--- config.mk ---
export PLATFORM = sky130hd
export DESIGN_NAME = alu_mc
export DESIGN_NICKNAME = d
export VERILOG_FILES = /design/src/rtl/alu_mc_pkg.sv /design/src/rtl/alu_iter.sv /design/src/rtl/alu_mc.sv
export SDC_FILE = /design/constraint.sdc
export NUM_CORES = 1
export LEC_CHECK = 0
export CAP_MARGIN = 20
export CORE_ASPECT_RATIO = 1.1
export CORE_UTILIZATION = 59
export CTS_CLUSTER_DIAMETER = 30
export DETAILED_ROUTE_END_ITERATION = 6
export GPL_TIMING_DRIVEN = 0
export PLACE_DENSITY = 0.88
export SETUP_SLACK_MARGIN = 0.05
export SKIP_CTS_REPAIR_TIMING = 1
export SLEW_MARGIN = 40
export SYNTH_ARGS = -nofsm -noshare
export SYNTH_HDL_FRONTEND = slang
export SYNTH_SLANG_ARGS = --single-unit
export TNS_END_PERCENT = 100
--- constraint.sdc ---
create_clock -name clk_i -period 5.8 [get_ports clk_i]
set_input_delay 1.16 -clock clk_i [delete_from_list [all_inputs] [get_ports clk_i]]
set_output_delay 1.16 -clock clk_i [all_outputs]
set_load 0.005 [all_outputs]
--- src/rtl/alu_mc_pkg.sv ---
// Shared definitions for the multi-cycle ALU: opcode and FSM state encodings.
package alu_mc_pkg;

  typedef enum logic [3:0] {
    OP_CLR = 4'd0,
    OP_ADD = 4'd1,
    OP_SUB = 4'd2,
    OP_AND = 4'd3,
    OP_OR  = 4'd4,
    OP_SL  = 4'd5,
    OP_SR  = 4'd6,
    OP_SET = 4'd7,
    OP_INC = 4'd8,
    OP_DEC = 4'd9,
    OP_ADC = 4'd10,
    OP_SBC = 4'd11,
    OP_MUL = 4'd12
  } alu_op_t;

  typedef enum logic [1:0] {
    IDLE  = 2'd0,
    SHIFT = 2'd1,
    MUL   = 2'd2
  } alu_state_t;

endpackage

--- src/rtl/alu_iter.sv ---
// Iterative datapath for alu_mc: one-bit-per-cycle shifter and, when
// ALU_MUL_EN is defined, a shift-add multiplier over a 2*WIDTH accumulator.
module alu_iter
  import alu_mc_pkg::*;
#(
  parameter int WIDTH = 8
) (
  input  logic             clk_i,
  input  logic             rst_i,
  input  logic             start_i,
  input  logic             mul_i,
  input  logic             left_i,
  input  logic             step_i,
  input  logic [WIDTH-1:0] rs_i,
  input  logic [WIDTH-1:0] rt_i,
  output logic             last_o,
  output logic [WIDTH-1:0] res_o,
  output logic             hi_nz_o
);

  localparam int CW = $clog2(WIDTH) + 1;

  logic [CW-1:0]    cnt_q, cnt_d;
  logic [WIDTH-1:0] work_q, work_d, work_nx;
  logic             left_q, left_d;

  assign work_nx = left_q ? (work_q << 1) : (work_q >> 1);
  // last_o flags the edge on which the final step lands, so the caller can
  // capture res_o (the post-step value) on that same edge.
  assign last_o  = step_i && (cnt_q == CW'(1));

  always_comb begin
    cnt_d  = cnt_q;
    work_d = work_q;
    left_d = left_q;
    if (start_i) begin
`ifdef ALU_MUL_EN
      cnt_d = mul_i ? CW'(WIDTH) : rs_i[CW-1:0];
`else
      cnt_d = rs_i[CW-1:0];
`endif
      work_d = rt_i;
      left_d = left_i;
    end else if (step_i) begin
      cnt_d  = cnt_q - CW'(1);
      work_d = work_nx;
    end
  end

  always_ff @(posedge clk_i) begin
    if (rst_i) begin
      cnt_q  <= '0;
      work_q <= '0;
      left_q <= 1'b0;
    end else begin
      cnt_q  <= cnt_d;
      work_q <= work_d;
      left_q <= left_d;
    end
  end

`ifdef ALU_MUL_EN
  logic                 mul_q, mul_d;
  logic [WIDTH-1:0]     mcand_q, mcand_d;
  logic [2*WIDTH-1:0]   acc_q, acc_d, acc_nx;
  logic [WIDTH:0]       acc_sum;

  // Multiplier sits in the low half; add multiplicand into the high half
  // when the current LSB is set, then shift the whole accumulator right.
  always_comb begin
    acc_sum = {1'b0, acc_q[2*WIDTH-1:WIDTH]}
            + (acc_q[0] ? {1'b0, mcand_q} : {(WIDTH+1){1'b0}});
    acc_nx  = {acc_sum, acc_q[WIDTH-1:1]};
  end

  always_comb begin
    mul_d   = mul_q;
    mcand_d = mcand_q;
    acc_d   = acc_q;
    if (start_i) begin
      mul_d   = mul_i;
      mcand_d = rs_i;
      acc_d   = {{WIDTH{1'b0}}, rt_i};
    end else if (step_i) begin
      acc_d = acc_nx;
    end
  end

  always_ff @(posedge clk_i) begin
    if (rst_i) begin
      mul_q   <= 1'b0;
      mcand_q <= '0;
      acc_q   <= '0;
    end else begin
      mul_q   <= mul_d;
      mcand_q <= mcand_d;
      acc_q   <= acc_d;
    end
  end

  assign res_o   = mul_q ? acc_nx[WIDTH-1:0] : work_nx;
  assign hi_nz_o = |acc_nx[2*WIDTH-1:WIDTH];
`else
  logic [WIDTH-CW:0] unused_bits;
  assign unused_bits = {mul_i, rs_i[WIDTH-1:CW]};
  assign res_o       = work_nx;
  assign hi_nz_o     = 1'b0;
`endif

endmodule

--- src/rtl/alu_mc.sv ---
// Multi-cycle parametrised ALU with valid/ready accept and done pulse.
// Define ALU_MUL_EN to build the iterative multiplier; otherwise op 12 is a NOP.
module alu_mc
  import alu_mc_pkg::*;
#(
  parameter int WIDTH = 8
) (
  input  logic             clk_i,
  input  logic             rst_i,
  input  logic             valid_i,
  output logic             ready_o,
  input  logic [3:0]       op_i,
  input  logic [WIDTH-1:0] rs_i,
  input  logic [WIDTH-1:0] rt_i,
  output logic [WIDTH-1:0] result_o,
  output logic             carry_o,
  output logic             z_o,
  output logic             done_o
);

  localparam int CW = $clog2(WIDTH) + 1;
  localparam logic [WIDTH:0] ONE_W = {{WIDTH{1'b0}}, 1'b1};

  alu_state_t       state_q, state_d;
  logic [WIDTH-1:0] result_q, result_d;
  logic             carry_q, carry_d;
  logic             z_q, z_d;
  logic             done_q, done_d;

  logic             accept;
  logic             big_shift;
  logic             complete;
  logic [WIDTH-1:0] op_res;
  logic             op_carry;
  logic             iter_start, iter_mul, iter_step, iter_last, iter_hi_nz;
  logic [WIDTH-1:0] iter_res;

  assign ready_o   = (state_q == IDLE) && !rst_i;
  assign accept    = valid_i && ready_o;
  // WIDTH is a power of two, so any set bit at or above log2(WIDTH) means rs >= WIDTH.
  assign big_shift = |rs_i[WIDTH-1:CW-1];
  assign iter_step = (state_q == SHIFT) || (state_q == MUL);

  alu_iter #(.WIDTH(WIDTH)) u_iter (
    .clk_i   (clk_i),
    .rst_i   (rst_i),
    .start_i (iter_start),
    .mul_i   (iter_mul),
    .left_i  (op_i == OP_SL),
    .step_i  (iter_step),
    .rs_i    (rs_i),
    .rt_i    (rt_i),
    .last_o  (iter_last),
    .res_o   (iter_res),
    .hi_nz_o (iter_hi_nz)
  );

  always_comb begin
    state_d    = state_q;
    result_d   = result_q;
    carry_d    = carry_q;
    z_d        = z_q;
    done_d     = 1'b0;
    complete   = 1'b0;
    op_res     = '0;
    op_carry   = carry_q;
    iter_start = 1'b0;
    iter_mul   = 1'b0;
    unique case (state_q)
      IDLE: begin
        if (accept) begin
          complete = 1'b1;
          case (op_i)
            OP_CLR: op_carry = 1'b0;
            OP_ADD: {op_carry, op_res} = {1'b0, rs_i} + {1'b0, rt_i};
            OP_SUB: {op_carry, op_res} = {1'b0, rs_i} - {1'b0, rt_i};
            OP_AND: op_res = rs_i & rt_i;
            OP_OR:  op_res = rs_i | rt_i;
            OP_SL, OP_SR: begin
              if (rs_i == '0) begin
                op_res = rt_i;
              end else if (!big_shift) begin
                complete   = 1'b0;
                iter_start = 1'b1;
                state_d    = SHIFT;
              end
            end
            OP_SET: op_res = rs_i;
            OP_INC: {op_carry, op_res} = {1'b0, rs_i} + ONE_W;
            OP_DEC: {op_carry, op_res} = {1'b0, rs_i} - ONE_W;
            OP_ADC: {op_carry, op_res} = {1'b0, rs_i} + {1'b0, rt_i}
                                       + {{WIDTH{1'b0}}, carry_q};
            OP_SBC: {op_carry, op_res} = {1'b0, rs_i} - {1'b0, rt_i}
                                       - {{WIDTH{1'b0}}, carry_q};
`ifdef ALU_MUL_EN
            OP_MUL: begin
              complete   = 1'b0;
              iter_start = 1'b1;
              iter_mul   = 1'b1;
              state_d    = MUL;
            end
`endif
            default: op_res = '0;
          endcase
        end
      end
      SHIFT: begin
        if (iter_last) begin
          complete = 1'b1;
          op_res   = iter_res;
          state_d  = IDLE;
        end
      end
      MUL: begin
        if (iter_last) begin
          complete = 1'b1;
          op_res   = iter_res;
          op_carry = iter_hi_nz;
          state_d  = IDLE;
        end
      end
      default: state_d = IDLE;
    endcase
    if (complete) begin
      result_d = op_res;
      carry_d  = op_carry;
      z_d      = (op_res == '0);
      done_d   = 1'b1;
    end
  end

  always_ff @(posedge clk_i) begin
    if (rst_i) begin
      state_q  <= IDLE;
      result_q <= '0;
      carry_q  <= 1'b0;
      z_q      <= 1'b0;
      done_q   <= 1'b0;
    end else begin
      state_q  <= state_d;
      result_q <= result_d;
      carry_q  <= carry_d;
      z_q      <= z_d;
      done_q   <= done_d;
    end
  end

  assign result_o = result_q;
  assign carry_o  = carry_q;
  assign z_o      = z_q;
  assign done_o   = done_q;

endmodule

# == After elaboration in Yosys (flattened, before gate mapping) ==
# Index checks and enable logic that the tools add are counted.
# classes
n_addsub,7
n_eq_ne,21
n_mux,32
bitwise,2
reduce_logical,16
# op_table
op,count
8-bit one-hot mux with 10 select lines,1
8-bit two-way mux,6
4-bit by 3-bit equality test with 1-bit output (second input constant),4
4-bit equality test (second input constant),4
8-bit zero test,2
8-bit one-hot mux with 2 select lines,1
1-bit two-way mux,13
2-bit two-way mux,5
5-bit AND reduction,2
8-bit by 1-bit adder with 9-bit output (second input constant),1
8-bit by 8-bit adder with 9-bit output,1
9-bit by 1-bit adder with 9-bit output,1
8-bit by 1-bit subtractor with 9-bit output (second input constant),1
8-bit by 8-bit subtractor with 9-bit output,1
9-bit by 1-bit subtractor with 9-bit output,1
8-bit bitwise AND,1
4-bit by 1-bit equality test with 1-bit output (second input constant),2
4-bit by 2-bit equality test with 1-bit output (second input constant),2
4-bit two-way mux,2
2-bit != test (second input constant),4
8-bit by 1-bit != test with 1-bit output (second input constant),1
8-bit OR,1
1-bit one-hot mux with 7 select lines,1
5-bit OR reduction,1
other kinds (13),19
# word_totals
ff_bits,26
inputBits,23
out_inout_bits,12
elab_cells,86

# == Longest topological paths before layout ==
# Gate-level depths: netlist of the first run.
# depth
word_depth,7
ltp_mapped,13

# == By module ==
# From an unflattened synthesis of the first run, not the netlist that was laid out.
# unflattened
hier_cells,510
hier_area_um2,3764.9
# by_module_without_submodules
mod,instances,cells_per_inst,area_per_inst_um2
alu_mc,1,424,3036.7
alu_iter,1,86,728.2

# == Least setup slack after synthesis of the first run ==
# No wires, ideal clock.
# synth_timing
path_type,input-to-reg
startpoint,input rs_i[0]
endpoint,register z_q (netlist: z_o)
arrival_time_ns,3.525
required_ns,5.683
slack_ns,2.157
path_stages,11
path_cell_list,inv_1 -> ha_1 -> fa_1 -> o21ba_2 -> o211ai_1 -> nand2_1 -> or4_4 -> xnor2_1 -> a22oi_1 -> o211a_1 -> a32o_1
# synth_via
elab_chain_len,6
word_cells_on_any_way,18
cone_classes,add/sub (6); mux (8); bitwise (2); reduce/logical (2)
# synth_lines
item,line_no,rtl
start: declaration,alu_mc.sv:13,"input logic [WIDTH-1:0] rs_i,"
"8-bit by 8-bit subtractor with 9-bit output, or another cell as far along","alu_mc.sv:76, alu_mc.sv:93",
"9-bit by 1-bit subtractor with 9-bit output, or another cell as far along",alu_mc.sv:94,"- {{WIDTH{1'b0}}, carry_q};"
8-bit one-hot mux with 10 select lines,alu_mc.sv:73,case (op_i)
8-bit two-way mux,alu_mc.sv:71,if (accept) begin
8-bit one-hot mux with 2 select lines,alu_mc.sv:69,unique case (state_q)
8-bit zero test,alu_mc.sv:127,z_d = (op_res == '0);
end signal: assignment,alu_mc.sv:143,z_q <= z_d;
end: declaration,alu_mc.sv:27,"logic z_q, z_d;"
# Several ways; a longest one is shown, not always the timed one.
# A chain may end at the register's enable or synchronous reset.

# == Final worst setup path of the first run ==
# Same ends and word-level chain as after synthesis.

==> impl_metrics.toml, run 1 <==
[drt]
route.detailed.drc = 0
drt_wl_total_um = 11420
antenna_left = 0
wl_per_cell_um = 19.26
vias = 4064
viasPerCell = 6.853
dr.pass1.iters = 7
drtIter0Drc = 493

[placement]
post-dp-hpwl_um = 9011
post-place-ws_ns = 0.9401
dpl_cell_area_um2 = 4075
port_buffers = 33
dp_cells = 589
gp_congestion = 0.9593

[die]
start_util_pct = 62.07
die_area_um2 = 6503
core-area_um2 = 5878
ios = 35
num_rows = 29
die_y_um = 84.48
die_x_um = 76.98

[clocking]
cts-buffers-inserted = 3
htreeDepth = 1
cts_tree = "built"
root_buffer = "clkbuf_8"
clockBufferDepth = 2
clock_sinks = 25
clk_latency_ns = 0.27
clk_pin_slew_ns = 0.09

[worst_setup_path]
start_kind = "input pin"
reg2reg_from = "u_iter.left_q$_SDFFE_PP0P_"
r2r_setup_slack_ns = 3.02
worstPathRequired_ns = 6.02
reg2reg_to = "z_o$_SDFFE_PP0P_"
cp-endpoint = "z_o$_SDFFE_PP0P_"
end_kind = "register"
rr_worst_depth = 9
critPathMaxFanout = 9
arrival_ns = 4.88
critPathKind = "in2reg"
worstSetupStartpoint = "rs_i[0]"

[sta]
timing_hold_violations_final = 0
rsz0062_at_grt = "no"
skew_ns = 0.004466
holdWs_ns = 0.4646
finalCritPeriodShare_pct = 80.33
tns_ns = 0
setup_viol = 0
slew_headroom_pct = 43.11
finalMaxSlewViolations = 0
setup_ws_ns = 1.141
fmax_ghz = 0.2146
worstMarginPinSlew_ns = 0.8511
min_period_ns = 4.659

[logic_synthesis]
ys_seq_area_share_pct = 13.72
synth-seq-cells = 25
ys.flop_type = "dfxtp_1"
synth_area_um2 = 3648
ys_warn_count = 0
async_reset_ff_share_pct = 0
syn_nets = 536
synth.distinct_cells = 79
synth_cells = 479
synth-edff-count = 0
syn_avg_cell_area_um2 = 7.617

[layout]
fin_cells = 593
fin_area_um2 = 4121
drive_above_1_share_pct = 10.66
syn_to_final_growth_pct = 12.96
most-common-layout-cells = "inv_1 (37), nand2_1 (36), clkdlybuf4s50_1 (33), a21oi_1 (32), ha_1 (32)"
fin_nets = 574
utilization_pct = 70.11
diodes = 0
layout_commonest_cell = "inv_1"

[min_path]
hold_depth = 2
hp-class = "reg2reg"

[grt]
grt_use_met3_pct = 5.326
grt_pass1_vias = 3679
grt_antenna_before_repair = 0
grt_pass1_wl_um = 18200
grt_overflow = 0
grt_max_degree = 15
grtUsageMet1_pct = 47.99
grt_usage_pct = 35.01
use_met2_pct = 53.25
top_usage_layer = "met2"

[pwr]
peakVddDrop_mv = 0.1206
p_leak_nw = 1.579
p_total_mw = 0.5571
powerDensity_nw_per_um2 = 135.2

[run_status]
outcome = "finished, final reports clean"

[run]
maxCapViolCount = 0
## sequential cells by signal, summed over array words and instances (netlist names)
| register | cells |
|---|---|
| carry_o | 1 |
| done_o | 1 |
| result_o | 8 |
| state_q | 1 |
| u_iter.cnt_q | 4 |
| u_iter.left_q | 1 |
| u_iter.work_q | 8 |
| z_o | 1 |
## per-layer routing
metal | vias to the layer above | routed length [um] | part of all wire, %
li1 | 1877 | - | -
met1 | 1893 | 4887 | 43
met2 | 235 | 4978 | 44
met3 | 59 | 939 | 8.2
met4 | 0 | 617 | 5.4
met5 | - | 0 | 0
## critical path, stage by stage
cell and delay, ns:
clkdlybuf4s50_1 0.69, inv_1 0.17, ha_1 0.27, fa_1 0.49, or2_1 0.32, a2111oi_0 0.54
a211oi_2 0.19, nor3_1 0.37, xor2_1 0.12, a32o_1 0.22, nor2_1 0.17, a32o_1 0.18
## power by group
group | total (mW) | switching (mW) | internal, mW
Combinational | 0.275 | 0.165 | 0.111
Sequential | 0.177 | 0.00186 | 0.175
Clock | 0.105 | 0.0565 | 0.0482
Total | 0.557 | 0.223 | 0.334
## synthesized netlist by cell type, types with 6 or more instances
cell      number  area (um2)
nand3_1       11       55.05
nor3_1        15       75.07
o21ai_0       16       80.08
clkbuf_1      14       52.55
xor2_1        11       96.34
nand2_1       36       135.1
buf_2         10       50.05
nor2_1        31       116.4
xnor2_1       15       131.4
inv_1         37       138.9
mux2_2         7       78.83
a21oi_1       32       160.2
dfxtp_1       25       500.5
or2_2          6       37.54
a22oi_1       13       97.59
nor2b_1       11       68.82
nand4_1        7       43.79
o22ai_1        6       37.54
a221oi_1       8       70.07
ha_1          32       400.4
## worst min-delay path by stage
stage | from | to | slack (ns)
after floorplan | u_iter.work_q[0]$_SDFFE_PP0P_ | u_iter.work_q[0]$_SDFFE_PP0P_ | 0.43
after global placement | u_iter.work_q[0]$_SDFFE_PP0P_ | u_iter.work_q[0]$_SDFFE_PP0P_ | 0.44
after detailed placement | u_iter.work_q[0]$_SDFFE_PP0P_ | u_iter.work_q[0]$_SDFFE_PP0P_ | 0.45
after CTS | u_iter.work_q[0]$_SDFFE_PP0P_ | u_iter.work_q[0]$_SDFFE_PP0P_ | 0.46
after global routing | u_iter.work_q[0]$_SDFFE_PP0P_ | u_iter.work_q[0]$_SDFFE_PP0P_ | 0.48
final | u_iter.work_q[0]$_SDFFE_PP0P_ | u_iter.work_q[0]$_SDFFE_PP0P_ | 0.46
## final cells by class
type | count | area, um2
Multi-Input combinational cell | 387 | 2850
Fill cell | 515 | 1757
Sequential cell | 25 | 500.5
Timing Repair Buffer | 33 | 330.3
Buffer | 30 | 158.9
Inverter | 37 | 138.9
Tap cell | 77 | 96.34
Clock buffer | 3 | 41.29
Clock inverter | 1 | 5.005
## cell families after synthesis
| family | share of synthesized area [%] |
|---|---|
| and+or+nand+nor | 28.19 |
| xor gates and xnor gates | 6.241 |
| DFF | 13.72 |
| buffers and inverters | 8.162 |
| muxes | 3.532 |
| AOI/OAI and AO/OA | 28.09 |
| adders and majority gates | 12.07 |
Power figures use the tool's default switching activity.
==> inputs of run 2 (changes only) <==
--- a/config.mk
+++ b/config.mk
@@ -7,11 +7,11 @@
 export LEC_CHECK = 0
 export CAP_MARGIN = 20
 export CORE_ASPECT_RATIO = 1.1
-export CORE_UTILIZATION = 59
+export CORE_UTILIZATION = 54
 export CTS_CLUSTER_DIAMETER = 30
 export DETAILED_ROUTE_END_ITERATION = 6
 export GPL_TIMING_DRIVEN = 0
-export PLACE_DENSITY = 0.88
+export PLACE_DENSITY = 0.85
 export SETUP_SLACK_MARGIN = 0.05
 export SKIP_CTS_REPAIR_TIMING = 1
 export SLEW_MARGIN = 40
==> constraint.sdc (replaced) <==
create_clock -name clk_i -period 3.85 [get_ports clk_i]
set_input_delay 0.77 -clock clk_i [delete_from_list [all_inputs] [get_ports clk_i]]
set_output_delay 0.77 -clock clk_i [all_outputs]
set_load 0.005 [all_outputs]
==> run 2 against run 1 <==
Clock power increased by 46%. Sequential share of layout area decreased by 0.79 points. Die area is 9.0% higher. Flip-flop and latch count unchanged. Worst setup slack lost 1.0 ns. Largest power group unchanged. Total power increased by 61%. Register-to-register slack got worse by 1.9 ns. Largest cell class unchanged. Non-clock buffer count increased by 10. Combinational power up 75%. Cell area increased by 7.0%.
==> impl_metrics.toml, run 2 (same netlist as run 1, synthesis figures left out) <==
[grt]
grt_pass1_wl_um = 18710
grt_overflow = 0
grt_pass1_vias = 3644
grt_antenna_before_repair = 0
grt_max_degree = 15
grt_usage_pct = 34.32

[worst_setup_path]
cp_slowest_cell = "fa_2"
start_kind = "input pin"
crit_buf_inv = 2
worstPathRequired_ns = 4.06
critical_path.max_stage_delay_ns = 0.51
critPathKind = "in2reg"
end_kind = "register"
path_delay_family = "compound AO/OA/AOI/OAI gates"
critPathMaxFanout = 10
arrival_ns = 3.96
cp_cell_sequence = "dlymetal6s2s_1, inv_1, fa_2, o21ba_2, o211ai_1, nand2_2, a221oi_2, o2111ai_2, a222oi_1, and3_1, a32o_1"

[clocking]
htreeDepth = 1
root_buffer = "clkbuf_8"
cts-buffers-inserted = 3
clock_sinks = 25
cts_tree = "built"
clk_pin_slew_ns = 0.09
clk_latency_ns = 0.26
clockBufferDepth = 2

[drt]
drt_wl_total_um = 12390
dr.pass1.iters = 6
wl_per_cell_um = 20.38
viasPerCell = 6.763
drtIter0Drc = 391
vias = 4112
route.detailed.drc = 0
antenna_left = 0

[pwr]
powerDensity_nw_per_um2 = 204.0
p_leak_nw = 1.725
peakVddDrop_mv = 0.2839

[die]
core-area_um2 = 6555
ios = 35
die_x_um = 80.37
start_util_pct = 55.66
die_y_um = 88.21
num_rows = 31
die_area_um2 = 7089

[run_status]
outcome = "finished, final reports clean"

[sta]
fmax_ghz = 0.2671
worstMarginPinSlew_ns = 1.042
holdWs_ns = 0.4639
timing_hold_violations_final = 0
setup_ws_ns = 0.1058
rsz0062_at_grt = "no"
finalMaxSlewViolations = 0
setup_viol = 0
min_period_ns = 3.744
finalCritPeriodShare_pct = 97.25
skew_ns = 0.002377
slew_headroom_pct = 30.37

[placement]
post-place-ws_ns = -0.6738
post-dp-hpwl_um = 9451
gp_congestion = 0.9816
port_buffers = 33

[layout]
drive_above_1_share_pct = 18.63
fin_nets = 584
most-common-layout-cells = "inv_1 (36), nand2_1 (35), ha_1 (31), nor2_1 (29), a21oi_1 (29)"
syn_to_final_growth_pct = 20.82
diodes = 0
layout_commonest_cell = "inv_1"

[min_path]
hp-class = "reg2reg"

[run]
maxCapViolCount = 0
[run 2: cell types whose count changed in the layout (fill, tap and decap cells not counted), sizes merged]
| cell | before | now |
|---|---|---|
| inv | 37 | 36 |
| buf | 16 | 26 |
| dlymetal6s2s | 0 | 5 |
| clkdlybuf4s50 | 33 | 27 |
| clkbuf | 17 | 18 |
| clkinvlp | 0 | 1 |
[run 2: area by class of cell]
type	instances	area, um2
multi-input cells	387	3034
fillers	570	2147
flip-flops and latches	25	500.5
repair buffers	43	412.9
plain buffers	30	168.9
inverters	37	142.6
well taps	82	102.6
clock buffers	3	41.29
clock inverters	1	5.005
[run 2: where the power goes]
part	total, mW	leakage [nW]	switching [mW]	internal [mW]
logic	0.480	1.50	0.284	0.196
clock network	0.153	0.0255	0.0803	0.0723
registers	0.267	0.202	0.00295	0.264
[run 2: final timing paths]
path | cells after the start | to | from | slack [ns]
setup / recovery | 11 | z_o$_SDFFE_PP0P_ | rs_i[1] | 0.11
hold / removal | 2 | result_o[7]$_SDFFE_PP0P_ | result_o[7]$_SDFFE_PP0P_ | 0.46
setup reg to reg | 10 | z_o$_SDFFE_PP0P_ | state_q[0]$_SDFFE_PP0P_ | 1.13
hold reg to reg | 2 | result_o[7]$_SDFFE_PP0P_ | result_o[7]$_SDFFE_PP0P_ | 0.46
[run 2: metrics by stage]
step	setup TNS (ns)	std cells	power [mW]	util, %	cell area (um2)
after global routing	0	608	0.9455	67.25	4408
final	0	608	0.8992	67.25	4408
after floorplan	0	479	0.5499	-	3649
after CTS	-1.867	598	0.8345	62.97	4128
after detailed placement	-3.497	594	0.6819	62.26	4081
after global placement	-3.039	594	0.6744	62.26	4081
[run 2: worst reg2reg max path, cell delays in order, from the launching register on]
cell and delay (ns):
dfxtp_1 0.32, clkbuf_1 0.36, nor4bb_1 0.26, clkbuf_1 0.39, nand2_1 0.16, o41ai_1 0.11, a2111oi_1 0.10, a32oi_1 0.37
nor4_1 0.12, and3_1 0.20, a32o_1 0.24
[run 2: per-layer routing]
metal	share of wire (%)	vias to the layer above	wire, um	global-route usage, %
met5	0	-	0	0
met4	4.4	0	541	15.26
met3	8.6	48	1064	4.433
met2	48	231	5965	60.09
met1	39	1946	4819	41.86
li1	-	1887	-	-
